===== src/rtl/q2a03_pkg.sv =====
// Shared types and bus addresses for the Q2A03 system-bus blocks.
package q2a03_pkg;

  typedef logic [15:0] addr16_t;
  typedef logic [7:0]  data8_t;

  typedef enum logic [2:0] {
    IDLE,
    HALT,
    ALIGN,
    READ,
    WRITE
  } dma_state_t;

  localparam addr16_t ADDR_OAMDMA  = 16'h4014;
  localparam addr16_t ADDR_OAMDATA = 16'h2004;

endpackage


===== src/rtl/q2a03_oam_dma.sv =====
// Sprite DMA: snoops CPU writes to the OAM DMA register, halts the core and
// copies one 256-byte page to the OAM data port, one read/write pair per two CPU cycles.
module q2a03_oam_dma
  import q2a03_pkg::*;
#(
  parameter addr16_t P_DMA_REG_ADDR  = ADDR_OAMDMA,
  parameter addr16_t P_OAM_DATA_ADDR = ADDR_OAMDATA
) (
  input  logic        G_clock,
  input  logic        G_reset,
  input  logic        G_cycle,
  input  logic [15:0] cpu_addr,
  input  logic [7:0]  cpu_wr_data,
  input  logic        cpu_rdwr,
  output logic        cpu_ready,
  input  logic [7:0]  bus_rd_data,
  output logic [15:0] bus_addr,
  output logic [7:0]  bus_wr_data,
  output logic        bus_rdwr,
  output logic        dma_active
);

  dma_state_t state_q, state_d;
  logic       parity_q;
  data8_t     index_q, index_d;
  data8_t     page_q, page_d;
  data8_t     data_q, data_d;
  logic       cpu_ready_q, cpu_ready_d;
  logic       dma_active_q, dma_active_d;

  always_ff @(posedge G_clock or posedge G_reset) begin
    if (G_reset) begin
      state_q      <= IDLE;
      parity_q     <= 1'b0;
      index_q      <= '0;
      page_q       <= '0;
      data_q       <= '0;
      cpu_ready_q  <= 1'b1;
      dma_active_q <= 1'b0;
    end else if (G_cycle) begin
      state_q      <= state_d;
      parity_q     <= ~parity_q;
      index_q      <= index_d;
      page_q       <= page_d;
      data_q       <= data_d;
      cpu_ready_q  <= cpu_ready_d;
      dma_active_q <= dma_active_d;
    end
  end

  always_comb begin
    state_d     = state_q;
    index_d     = index_q;
    page_d      = page_q;
    data_d      = data_q;
    cpu_ready_d = cpu_ready_q;
    unique case (state_q)
      IDLE: begin
        if (!cpu_rdwr && cpu_addr == P_DMA_REG_ADDR) begin
          page_d      = cpu_wr_data;
          state_d     = HALT;
          cpu_ready_d = 1'b0;
        end
      end
      // HALT on a get cycle means the following cycle is a put: burn one to align reads.
      HALT:  state_d = parity_q ? READ : ALIGN;
      ALIGN: state_d = READ;
      READ: begin
        data_d  = bus_rd_data;
        state_d = WRITE;
      end
      WRITE: begin
        if (index_q == 8'hFF) begin
          index_d     = '0;
          state_d     = IDLE;
          cpu_ready_d = 1'b1;
        end else begin
          index_d = index_q + 8'd1;
          state_d = READ;
        end
      end
      default: state_d = IDLE;
    endcase
    dma_active_d = (state_d == READ) || (state_d == WRITE);
  end

  always_comb begin
    bus_addr    = cpu_addr;
    bus_wr_data = cpu_wr_data;
    bus_rdwr    = cpu_rdwr;
    unique case (state_q)
      READ: begin
        bus_addr = {page_q, index_q};
        bus_rdwr = 1'b1;
      end
      WRITE: begin
        bus_addr    = P_OAM_DATA_ADDR;
        bus_wr_data = data_q;
        bus_rdwr    = 1'b0;
      end
      default: ;
    endcase
  end

  assign cpu_ready  = cpu_ready_q;
  assign dma_active = dma_active_q;

endmodule


===== config.mk =====
export PLATFORM = sky130hd
export DESIGN_NAME = q2a03_oam_dma
export DESIGN_NICKNAME = d
export VERILOG_FILES = /design/src/rtl/q2a03_pkg.sv /design/src/rtl/q2a03_oam_dma.sv
export SDC_FILE = /design/constraint.sdc
export NUM_CORES = 1
export LEC_CHECK = 0
export ABC_AREA = 1
export BUFFER_PORTS_ARGS = -buffer_cell sky130_fd_sc_hd__clkbuf_2
export CORE_ASPECT_RATIO = 1.4
export CORE_MARGIN = 4
export CORE_UTILIZATION = 42
export CTS_BUF_LIST = sky130_fd_sc_hd__clkbuf_4 sky130_fd_sc_hd__clkbuf_8
export CTS_CLUSTER_SIZE = 14
export DETAILED_ROUTE_END_ITERATION = 12
export PLACE_DENSITY = 0.79
export SKIP_LAST_GASP = 1
export SLEW_MARGIN = 25
export SYNTH_ARGS = -nofsm -noshare
export SYNTH_HDL_FRONTEND = slang
export SYNTH_SLANG_ARGS = --single-unit

===== constraint.sdc =====
create_clock -name G_clock -period 1.5 [get_ports G_clock]
set_input_delay 0.075 -clock G_clock [delete_from_list [all_inputs] [get_ports G_clock]]
set_output_delay 0.075 -clock G_clock [all_outputs]
set_load 0.02 [all_outputs]

==> flow_summary.json <==
{
  "grt_pass1_vias": 1800,
  "peakVddDrop_mv": 0.757,
  "worst_slew_pin_slew_ns": 0.542,
  "drv_cap": 0,
  "cts.path.max_buffers": 2,
  "report.final.hold_viol_count": 0,
  "final_nets": 372,
  "synth_area_leaders": "dfrtp_1, nand2_1, inv_1, nor2_1, o21ai_0",
  "row_count": 28,
  "fin_crit_sh": 1.02,
  "setup_tns_ns": -0.165,
  "min_path_type": "input port to register",
  "grt_antenna_before_repair": 0,
  "synth.distinct_cells": 27,
  "synth.avg_cell_area_um2": 7.19,
  "grt_pass1_wl_um": 7960,
  "grt_overflow": 0,
  "die_w_um": 63.5,
  "fin_crit_ns": 1.53,
  "status": "finished with violations",
  "gr-usage-met1": 0.202,
  "dpl.hpwl_um": 3670,
  "critPathRequiredTime_ns": 1.42,
  "ant_nets": 0,
  "drc_errors": 0,
  "min_from": "bus_rd_data[5]",
  "routedWlPerCell_um": 13.5,
  "routed_wl_um": 5150,
  "grt_max_degree": 31,
  "synthesis.area_um2": 1810,
  "async_flop_share": 1.00,
  "synth_ff_type": "dfrtp_1",
  "yosys.area.top_type": "dfrtp_1",
  "vias_per_cell": 5.10,
  "synth_enable_flop_cells": 0,
  "first_pass_iters": 4,
  "cts_buffers": 5,
  "synth-seq-area-share": 0.415,
  "htree_levels": 2,
  "fin_worst_skew_ns": 0.00889,
  "grt.busiest_layer": "met2",
  "pin_count": 63,
  "dp_slack_ns": 0.0772,
  "clkTransAtPathRegs_ns": 0.07,
  "antennaDiodeCount": 0,
  "slew_viol_final": 0,
  "final_common_cell": "nand2_1",
  "worstSetupStartpoint": "state_q[0]",
  "cp-start-kind": "register",
  "post-route-cell-area_um2": 2590,
  "grt_use_total": 0.188,
  "ys_seq_elements": 30,
  "gp_congestion": 0.903,
  "cts-root-buf": "clkbuf_8",
  "cts.sinks": 30,
  "rsz0062_at_grt": "true",
  "clk_latency_ns": 0.28,
  "numPortBuffers": 62,
  "violations": "setup timing",
  "synth_fp_nets": 289,
  "slew-limit-headroom": 0.638,
  "coreArea_um2": 4200,
  "cts_tree": "built",
  "fin_ws_ns": -0.0344,
  "setup_viol": 9,
  "synth_warnings": 0,
  "area.growth.synth_to_final_pct": 42.8,
  "mostFrequentLayoutCells": "nand2_1, clkbuf_2, inv_1",
  "critical_path_arrival_ns": 1.46,
  "vias": 1943,
  "die_area_um2": 5450,
  "start_util": 0.431,
  "syn_inst": 252,
  "fmax_ghz": 0.652,
  "crit_fanout": 5,
  "chipHeight_um": 85.7,
  "dpl_cell_area_um2": 2190,
  "pwr_density_cell_nw_per_um2": 1460,
  "yosys.area.top_type_share": 0.400,
  "critPathCaptureType": "primary output",
  "cellLeakagePower_uw": 0.00148,
  "drive_gt1_frac": 0.375,
  "drt_iter0_drc": 77,
  "use_met2": 0.342,
  "timing.rr.start": "state_q[1]",
  "criticalPathCategory": "register to primary output",
  "met3_usage": 0.0524
}
cells by family (layout without fill, tap and decap cells):
kind of cell,count (synthesis),count (layout),synth area share
xor+xnor,4,4,0.0193
flops,30,30,0.415
buf+inv,41,124,0.0952
simple gates,141,142,0.353
compound gates,35,35,0.111
fa+ha+maj,1,1,0.00690
cells in the mapped netlist, types with 3 or more instances:
cell,n
inv_1,32
dfrtp_1,29
buf_2,3
o22ai_1,3
nand4_1,10
nand3_1,9
xor2_1,3
a21oi_1,9
nand2_4,3
inv_2,3
nand2_1,87
o21ai_0,17
nor2_2,3
nor2_1,25
worst paths after layout:
path	to	slack, ns	depth (start not counted)
worst max register to register	page_q[1]	0.04	9
worst max-delay path	bus_addr[2]	-0.03	6
worst min register to register	cpu_ready	0.47	2
max in group asynchronous	cpu_ready	0.79	4
worst min-delay path	data_q[5]	0.03	3
min in group asynchronous	data_q[5]	0.39	4
layer usage:
layer	wire, um	vias to the layer above
met5	0	-
met2	2750	64
met1	1950	907
li1	-	963
met4	115	0
met3	329	9
power breakdown:
part	total [uW]	internal [uW]	leakage (uW)	switching [uW]
Sequential	1190	1030	0.000370	162
Clock	858	559	0.0000619	299
Combinational	1730	722	0.00105	1010
Total	3780	2310	0.00148	1470
layout make-up:
cell class / instances / area [um2]
clock buffers: 7 / 90.1
clock inverters: 1 / 30.0
fillers: 355 / 1620
inverters: 35 / 141
multi-input cells: 182 / 983
flip-flops and latches: 30 / 756
well taps: 45 / 56.3
repair buffers: 81 / 532
worst max-delay path, cell delays in order, from the launching register on:
cell and delay, ns:
dfrtp_2 0.46, nor2_4 0.15, nand2_4 0.08, nand2_4 0.10
buf_6 0.12, o22a_1 0.13, clkbuf_8 0.14
what timing repair did:
item | in CTS | in global routing
gates cloned | 0 | 2
endpoints found under the hold margin | 29 | 0
hold buffers | 1 | 0
setup endpoints to repair | 25 | 36
setup buffers | 5 | 5
resized for setup | 36 | 42
pin swaps | 2 | 9
state kept, by name, summed over array words and instances (netlist names):
register    count
parity_q        1
state_q         3
index_q         8
page_q          8
data_q          8
dma_active      1
cpu_ready       1
through the flow:
stage	util	hold WS, ns	cells	power (uW)
2_1_floorplan	-	0.165	252	2080
3_3_place_gp	0.521	0.141	360	2460
3_5_place_dp	0.521	0.153	360	2500
4_1_cts	0.584	0.0259	374	3590
5_1_grt	0.616	0.0308	381	4000
6_report	0.616	0.0280	381	3780
(Power assumes the default switching activity.)
